[src/rtl/distribute_1xn_multicast_buf_pkg.sv]
// Shared definitions for the 1-to-N multicast distribution node and its lane FIFOs.
// Optional stall counter is enabled by defining DIST_STALL_CNT_EN.
package distribute_1xn_multicast_buf_pkg;

  localparam int                      DIST_STALL_CNT_W   = 16;
  localparam logic [DIST_STALL_CNT_W-1:0] DIST_STALL_CNT_MAX = 16'hFFFF;

  function automatic int distClog2(input int value);
    int result;
    result = 0;
    while ((1 << result) < value) result++;
    return result;
  endfunction

  // A node whose command carries only the lane mask still forwards a 1-bit all-zero cmd.
  function automatic int distOutCmdWidth(input int inCmdWidth, input int numLanes);
    return (inCmdWidth == numLanes) ? 1 : (inCmdWidth - numLanes);
  endfunction

endpackage

[src/rtl/distribute_1xn_multicast_buf_lane_fifo.sv]
// Single-lane first-word fall-through FIFO; read data is forced to zero while empty.
module dist_lane_fifo
  import distribute_1xn_multicast_buf_pkg::*;
#(
  parameter int WIDTH = 34,
  parameter int DEPTH = 4
) (
  input  logic             clk,
  input  logic             rst_n,
  input  logic             i_push,
  input  logic             i_pop,
  input  logic [WIDTH-1:0] i_data,
  output logic [WIDTH-1:0] o_data,
  output logic             o_full,
  output logic             o_empty
);

  localparam int AW = distClog2(DEPTH);

  logic [WIDTH-1:0] r_mem [DEPTH];
  logic [AW:0]      r_wrPtr;
  logic [AW:0]      r_rdPtr;

  always_ff @(posedge clk) begin
    if (!rst_n) begin
      r_wrPtr <= '0;
      r_rdPtr <= '0;
    end else begin
      if (i_push) r_wrPtr <= r_wrPtr + 1'b1;
      if (i_pop)  r_rdPtr <= r_rdPtr + 1'b1;
    end
  end

  always_ff @(posedge clk) begin
    if (i_push) r_mem[r_wrPtr[AW-1:0]] <= i_data;
  end

  // Extra pointer MSB distinguishes full from empty when the index bits match.
  assign o_empty = (r_wrPtr == r_rdPtr);
  assign o_full  = (r_wrPtr[AW] != r_rdPtr[AW]) && (r_wrPtr[AW-1:0] == r_rdPtr[AW-1:0]);
  assign o_data  = o_empty ? '0 : r_mem[r_rdPtr[AW-1:0]];

endmodule

[src/rtl/distribute_1xn_multicast_buf.sv]
// 1-to-N multicast node: lane mask in top cmd bits, per-lane FIFO with valid/ready.
// Define DIST_STALL_CNT_EN to add the saturating o_stall_cnt output.
module distribute_1xn_multicast_buf
  import distribute_1xn_multicast_buf_pkg::*;
#(
  parameter int DATA_WIDTH       = 32,
  parameter int NUM_DATA_OUT     = 4,
  parameter int IN_COMMAND_WIDTH = 6,
  parameter int FIFO_DEPTH       = 4,
  localparam int OUT_COMMAND_WIDTH = distOutCmdWidth(IN_COMMAND_WIDTH, NUM_DATA_OUT)
) (
  input  logic                                  clk,
  input  logic                                  rst_n,
  input  logic                                  i_en,
  input  logic                                  i_valid,
  output logic                                  o_ready,
  input  logic [DATA_WIDTH-1:0]                 i_data_bus,
  input  logic [IN_COMMAND_WIDTH-1:0]           i_cmd,
  output logic [NUM_DATA_OUT-1:0]               o_valid,
  input  logic [NUM_DATA_OUT-1:0]               i_ready,
  output logic [NUM_DATA_OUT*DATA_WIDTH-1:0]    o_data_bus,
  output logic [NUM_DATA_OUT*OUT_COMMAND_WIDTH-1:0] o_cmd
`ifdef DIST_STALL_CNT_EN
  ,
  output logic [DIST_STALL_CNT_W-1:0]           o_stall_cnt
`endif
);

  localparam int LANE_W = DATA_WIDTH + OUT_COMMAND_WIDTH;

  logic [NUM_DATA_OUT-1:0]      w_mask;
  logic [OUT_COMMAND_WIDTH-1:0] w_nextCmd;
  logic [NUM_DATA_OUT-1:0]      w_laneFull;
  logic [NUM_DATA_OUT-1:0]      w_laneEmpty;
  logic [NUM_DATA_OUT-1:0]      w_lanePush;
  logic [NUM_DATA_OUT-1:0]      w_lanePop;
  logic [LANE_W-1:0]            w_laneData [NUM_DATA_OUT];
  logic                         w_accept;

  assign w_mask = i_cmd[IN_COMMAND_WIDTH-1 -: NUM_DATA_OUT];

  if (IN_COMMAND_WIDTH == NUM_DATA_OUT) begin : g_noNextCmd
    assign w_nextCmd = '0;
  end else begin : g_nextCmd
    assign w_nextCmd = i_cmd[OUT_COMMAND_WIDTH-1:0];
  end

  // Fullness is registered, so ready never combinationally depends on i_ready.
  assign o_ready  = i_en & ~|(w_mask & w_laneFull);
  assign w_accept = i_valid & o_ready;

  for (genvar k = 0; k < NUM_DATA_OUT; k++) begin : g_lane
    assign w_lanePush[k] = w_accept & w_mask[k];
    assign w_lanePop[k]  = ~w_laneEmpty[k] & i_ready[k] & i_en;
    assign o_valid[k]    = ~w_laneEmpty[k];

    dist_lane_fifo #(
      .WIDTH (LANE_W),
      .DEPTH (FIFO_DEPTH)
    ) u_laneFifo (
      .clk     (clk),
      .rst_n   (rst_n),
      .i_push  (w_lanePush[k]),
      .i_pop   (w_lanePop[k]),
      .i_data  ({i_data_bus, w_nextCmd}),
      .o_data  (w_laneData[k]),
      .o_full  (w_laneFull[k]),
      .o_empty (w_laneEmpty[k])
    );

    assign o_data_bus[k*DATA_WIDTH +: DATA_WIDTH]           = w_laneData[k][LANE_W-1 -: DATA_WIDTH];
    assign o_cmd[k*OUT_COMMAND_WIDTH +: OUT_COMMAND_WIDTH]  = w_laneData[k][OUT_COMMAND_WIDTH-1:0];
  end

`ifdef DIST_STALL_CNT_EN
  logic [DIST_STALL_CNT_W-1:0] r_stallCnt;

  always_ff @(posedge clk) begin
    if (!rst_n) begin
      r_stallCnt <= '0;
    end else if (i_valid && i_en && !o_ready && (r_stallCnt != DIST_STALL_CNT_MAX)) begin
      r_stallCnt <= r_stallCnt + 1'b1;
    end
  end

  assign o_stall_cnt = r_stallCnt;
`endif

endmodule

[config.mk]
export PLATFORM = sky130hd
export DESIGN_NAME = distribute_1xn_multicast_buf
export DESIGN_NICKNAME = d
export VERILOG_FILES = /design/src/rtl/distribute_1xn_multicast_buf_pkg.sv /design/src/rtl/distribute_1xn_multicast_buf_lane_fifo.sv /design/src/rtl/distribute_1xn_multicast_buf.sv
export SDC_FILE = /design/constraint.sdc
export NUM_CORES = 1
export LEC_CHECK = 0
export CAP_MARGIN = 20
export CORE_MARGIN = 4
export CORE_UTILIZATION = 54
export CTS_BUF_LIST = sky130_fd_sc_hd__clkbuf_4 sky130_fd_sc_hd__clkbuf_8
export CTS_CLUSTER_SIZE = 10
export DETAILED_ROUTE_END_ITERATION = 10
export DONT_BUFFER_PORTS = 1
export PLACE_DENSITY_LB_ADDON = 0.05
export SYNTH_ARGS = -nofsm -noshare
export SYNTH_HDL_FRONTEND = slang
export SYNTH_SLANG_ARGS = --single-unit
[constraint.sdc]
create_clock -name clk -period 3.2 [get_ports clk]
set_clock_uncertainty 0.15 [all_clocks]
set_input_delay 0.32 -clock clk [delete_from_list [all_inputs] [get_ports clk]]
set_output_delay 0.32 -clock clk [all_outputs]
set_load 0.02 [all_outputs]
# Yosys cells after proc, flatten, opt, wreduce, memory -nomap -nowiden
# Memory sizes are Yosys's and may differ from the RTL's. A register that Yosys moved wholly into a read port is not among the register bits.
# Cells that the tools add are included.
[classes]
n_addsub = 8
bitwise = 19
eq_ne = 12
mux = 20
n_reduce_logical = 6
[op_table]
columns = ["op", "count"]
rows = [
  ["2-to-1 mux 34 bit", 4],
  ["adder 3 x 1 -> 3 bit, second input constant", 8],
  ["2-to-1 mux 2 bit", 8],
  ["bitwise AND 1 bit", 14],
  ["== test 3 bit", 4],
  ["== test 2 bit", 4],
  ["2-to-1 mux 1 bit", 8],
  ["bitwise AND 4 bit", 1],
  ["logical AND 1 bit", 4],
  ["!= test 1 bit", 4],
  ["inverter 1 bit", 4],
  ["OR reduction 4 bit", 1],
  ["zero test 1 bit", 1],
]
[word_totals]
output_inout_bits = 141
reg_bits = 24
wordCells = 77
input_bits = 46
memories = 4
mem_bits_rw = 544
[mem_list]
columns = ["memory", "depth", "word_bits", "read_ports", "rd_ports_with_merged_regs", "write_ports", "line", "text"]
rows = [
  ["g_lane[0].u_laneFifo.r_mem", 4, 34, 1, 1, 1, "distribute_1xn_multicast_buf_lane_fifo.sv:20", "logic [WIDTH-1:0] r_mem [DEPTH];"],
  ["g_lane[1].u_laneFifo.r_mem", 4, 34, 1, 1, 1, "distribute_1xn_multicast_buf_lane_fifo.sv:20", ""],
  ["g_lane[2].u_laneFifo.r_mem", 4, 34, 1, 1, 1, "distribute_1xn_multicast_buf_lane_fifo.sv:20", ""],
  ["g_lane[3].u_laneFifo.r_mem", 4, 34, 1, 1, 1, "distribute_1xn_multicast_buf_lane_fifo.sv:20", ""],
]

# Logic depth before layout (Yosys ltp)
[logic_depth]
word_depth = 10
depth_mapped = 5
mapped_depth_nobuf = 5

# Modules after synthesis
# Synthesis repeated with hierarchy kept, for this count alone.
[unflattened]
cells_unflattened = 1072
hier_area_um2 = 23118.4
[by_module_without_submodules]
columns = ["module", "seq_area_each_um2", "cells_each", "instances", "area_each_um2"]
rows = [
  ["dist_lane_fifo", 4244.1, 263, 4, 5749.3],
  ["distribute_1xn_multicast_buf", 0.0, 20, 1, 121.4],
]

# Worst setup path before layout
# No wires, ideal clock.
[synth_timing]
kind = "reg2reg"
from = "register g_lane[1].u_laneFifo.r_wrPtr[0]"
to = "memory g_lane[0].u_laneFifo.r_mem[3][0], enable pin"
required_ns = 2.628
t_arrival_ns = 2.339
period_less_slack_ns = 2.911
stages_incl_launch_ff = 5
setup_ns = 0.422
path_slack_ns = 0.289
n_path_buf = 0
cell_sequence = "dfxtp_1 xnor2_1 nand4_1 nand2_2 nor3_2"
[synth_via]
elab_chain_len = 10
[synth_rtl]
columns = ["element", "line", "text"]
rows = [
  ["start, declared", "distribute_1xn_multicast_buf_lane_fifo.sv:21", "logic [AW:0] r_wrPtr;"],
  ["start signal, assigned", "distribute_1xn_multicast_buf_lane_fifo.sv:29", "if (i_push) r_wrPtr <= r_wrPtr + 1'b1;"],
  ["== test 2 bit", "distribute_1xn_multicast_buf_lane_fifo.sv:40", "assign o_full = (r_wrPtr[AW] != r_rdPtr[AW]) && (r_wrPtr[AW-1:0] == r_rdPtr[AW-1:0]);"],
  ["logical AND 1 bit", "distribute_1xn_multicast_buf_lane_fifo.sv:40", ""],
  ["bitwise AND 4 bit", "distribute_1xn_multicast_buf.sv:49", "assign o_ready = i_en & ~|(w_mask & w_laneFull);"],
  ["OR reduction 4 bit", "distribute_1xn_multicast_buf.sv:49", ""],
  ["zero test 1 bit", "distribute_1xn_multicast_buf.sv:49", ""],
  ["bitwise AND 1 bit", "distribute_1xn_multicast_buf.sv:49", ""],
  ["bitwise AND 1 bit", "distribute_1xn_multicast_buf.sv:50", "assign w_accept = i_valid & o_ready;"],
  ["bitwise AND 1 bit", "distribute_1xn_multicast_buf.sv:53", "assign w_lanePush[k] = w_accept & w_mask[k];"],
  ["2-to-1 mux 1 bit", "distribute_1xn_multicast_buf_lane_fifo.sv:35", "if (i_push) r_mem[r_wrPtr[AW-1:0]] <= i_data;"],
  ["2-to-1 mux 1 bit (implied by the code)", "distribute_1xn_multicast_buf_lane_fifo.sv:35", ""],
  ["end, declared", "distribute_1xn_multicast_buf_lane_fifo.sv:20", ""],
]
# No other way between the ends.

# Worst setup path in the final report
[layout_timing]
from = "register g_lane[1].u_laneFifo.r_wrPtr[1]"
to = "output o_data_bus[46]"
[layout_via]
elab_chain_len = 2
[layout_rtl]
columns = ["element", "line", "text"]
rows = [
  ["== test 3 bit", "distribute_1xn_multicast_buf_lane_fifo.sv:39", "assign o_empty = (r_wrPtr == r_rdPtr);"],
  ["2-to-1 mux 34 bit", "distribute_1xn_multicast_buf_lane_fifo.sv:41", "assign o_data = o_empty ? '0 : r_mem[r_rdPtr[AW-1:0]];"],
  ["end, declared", "distribute_1xn_multicast_buf.sv:21", "output logic [NUM_DATA_OUT*DATA_WIDTH-1:0] o_data_bus,"],
]
# No other way between the ends.

==> flow_summary.toml <==
[run_status]
status = "finished clean"

[layout]
drive_above_1_share_pct = 27.6
insertedDiodeCount = 0
syn_to_final_growth_pct = 13.9
final_nets = 1250

[route]
vias_per_cell = 5.81
dr_total_vias = 10400
drc_errors = 0
drt_pass1_iterations = 7
antenna_left = 0
drt-total-wl_um = 49100
wire_per_inst_um = 27.5
drt_iter0_drc = 809

[critical_path]
cp_data_arrival_time_ns = 2.60
slowest_delay_ns = 0.57
worst-setup-path-type = "flip-flop to output port"
cp_top_family = "simple AND/OR/NAND/NOR gates"
critPathRequiredTime_ns = 2.73
worst-path-buf-inv = 1
worst-path-stages = 4
critPathSlowestCell = "nand3b_2"
reg2reg_depth = 8
worst_setup_path_end_kind = "output port"
crit_path_cell_trace = "xnor2_1, nand3b_2, buf_4, and2_1"
cp-start-kind = "flip-flop"
cp_max_fo = 20

[timing]
relSlewSlack_pct = 52.9
slew_viol_final = 0
rsz0062_at_grt = "false"
setup_viol = 0
fin_setup_tns_ns = 0
post-route-min-period_ns = 3.07
fin_crit_sh_pct = 95.9
layout_setup_ws_ns = 0.130
worstMarginPinSlew_ns = 0.704
hold_viol = 0
fmax_mhz = 326

[die]
initial_core_util_pct = 54.7
die_area_um2 = 44600
fp-row-count = 74
die_w_um = 211
die_y_um = 211
coreArea_um2 = 40800
ios = 187

[logic_synthesis]
yosysMostFrequentCell = "edfxtp_1"
synth-xor-area-share_pct = 0.785
synth_top_family_by_area = "multiplexers"
ys_seq_area_share_pct = 76.1
synthTopCellsByArea = "edfxtp_1 (73%), mux4_2 (14%), and2_1 (4.4%)"
ys.flop_type = "edfxtp_1"
synth_top_area_share_pct = 73.2
synth-seq-cells = 576
synth_area_leader_cell = "edfxtp_1"
synth_cells = 1051
muxShareOfSynthArea_pct = 14.4
synthArstFlopShare_pct = 0
synth_compound_area_share_pct = 0
syn_nets = 1117
ys_top_cells_by_count = "edfxtp_1 (544), and2_1 (156), mux4_2 (136)"
synth_fa_ha_area_share_pct = 1.12
synth_edf_count = 544
yosys.area_share.simple_pct = 6.37
syn-cell-area_um2 = 22300
synth.avg_cell_area_um2 = 21.2
ys_warn_count = 0
ys_types = 27

[clocking]
tritoncts = "done"
cts_setup_buffers = 0
cts.sinks = 576
htreeDepth = 3
cts_buffers = 91
cts_root_buf = "clkbuf_8"
cts_buffer_depth = 3
clk-insertion-delay-late_ns = 0.63
path_clk_slew_ns = 0.06

[global_routing]
grt_use_total_pct = 22.5
antenna_found_initial = 1
grt_pass1_vias = 11000
grt_max_degree = 41
grt_pass1_wl_um = 73600
overflow = 0

[power]
p_leak_nw = 8.15
p_total_mw = 14.9
powerDensity_nw_per_um2 = 586
ir_drop_mv = 0.458

[place]
hpwl_um = 30500
globalplace.congestion = 0.740
place_ws_ns = 0.587
portBuffers = 0

[job]
drv_cap = 0

[worst_hold_path]
min_path_type = "primary input to flip-flop"
holdPathStages = 1
## sequential cells by signal (all words and copies together), names as in the netlist, named ones only
signal,count
g_lane.u_laneFifo.r_mem,544
g_lane.u_laneFifo.r_wrPtr,12
g_lane.u_laneFifo.r_rdPtr,12
## cells by family (layout without fill, tap and decap cells)
family                     after synthesis  in the layout
and+or+nand+nor                        224            224
buffers and inverters                   59            260
adders and majority gates               20             20
DFF                                    576            576
xor gates and xnor gates                20             20
muxes                                  152            152
## power by group
| part | total [mW] | switching (mW) | internal [mW] |
|---|---|---|---|
| Clock | 5.74 | 2.75 | 2.99 |
| Sequential | 8.37 | 0.0358 | 8.33 |
| Combinational | 0.795 | 0.539 | 0.257 |
| Total | 14.9 | 3.33 | 11.6 |
## layer usage
metal  wire [um]  part of all wire (%)  GRT usage [%]
met1       20000                    41           31.0
met2       24800                    50           36.6
met3        3290                   6.7           5.54
met4        1000                   2.0           6.66
met5           0                     0              0
## timing repair
item / 4_1_cts / 5_1_grt
hold buffers: 51 / 0
resized for setup: 0 / 0
hold endpoints to repair: 576 / 0
## stage by stage
| stage | std cells | utilization (%) | hold WS (ns) | cell area [um^2] |
|---|---|---|---|---|
| after floorplan | 1051 | - | 0.269 | 22300 |
| after global placement | 1572 | 56.9 | 0.270 | 23200 |
| after detailed placement | 1572 | 56.9 | 0.270 | 23200 |
| after CTS | 1784 | 62.2 | 0.0532 | 25400 |
| after global routing | 1784 | 62.2 | 0.0869 | 25400 |
| final | 1784 | 62.2 | 0.108 | 25400 |
## cell type report
| cell class | count | area (um^2) |
|---|---|---|
| clock inverters | 46 | 219 |
| well taps | 532 | 666 |
| flip-flops and latches | 576 | 17000 |
| repair buffers | 90 | 938 |
| clock buffers | 115 | 1460 |
| inverters | 9 | 33.8 |
| multi-input cells | 416 | 5100 |
| fillers | 2898 | 15400 |
## cells in the final DEF, fill, tap and decap left out
cell type,count
clkbuf_8,95
dlygate4sd3_1,50
and2_2,8
buf_4,29
edfxtp_1,544
nor3_2,1
nand2b_1,4
clkinvlp_4,3
nor2b_1,4
nor2_1,1
and3_2,4
nand3_1,4
clkbuf_4,20
inv_1,9
and3_1,4
and2_1,148
nand2_2,1
nand2_1,24
nand3b_2,2
dfxtp_4,2
dfxtp_1,24
clkinv_2,18
nand3_4,1
dfxtp_2,6
nor3_4,8
clkinv_1,24
nand4_1,8
mux2i_1,16
xor2_1,8
mux4_2,136
buf_12,11
xnor2_1,12
ha_1,20
nand3b_1,2
inv_12,1
## final timing paths
kind	start	to	slack, ns
worst max-delay path	g_lane[1].u_laneFifo.r_wrPtr[1]$_SDFFE_PN0P_	o_data_bus[46]	0.13
worst min-delay path	i_cmd[4]	g_lane[2].u_laneFifo.r_mem[0][32]$_DFFE_PP_	0.11
worst min register to register	g_lane[3].u_laneFifo.r_wrPtr[2]$_SDFFE_PN0P_	g_lane[3].u_laneFifo.r_wrPtr[2]$_SDFFE_PN0P_	0.34
worst max register to register	g_lane[0].u_laneFifo.r_wrPtr[2]$_SDFFE_PN0P_	flip-flop	0.18
(Power assumes the default switching activity.)
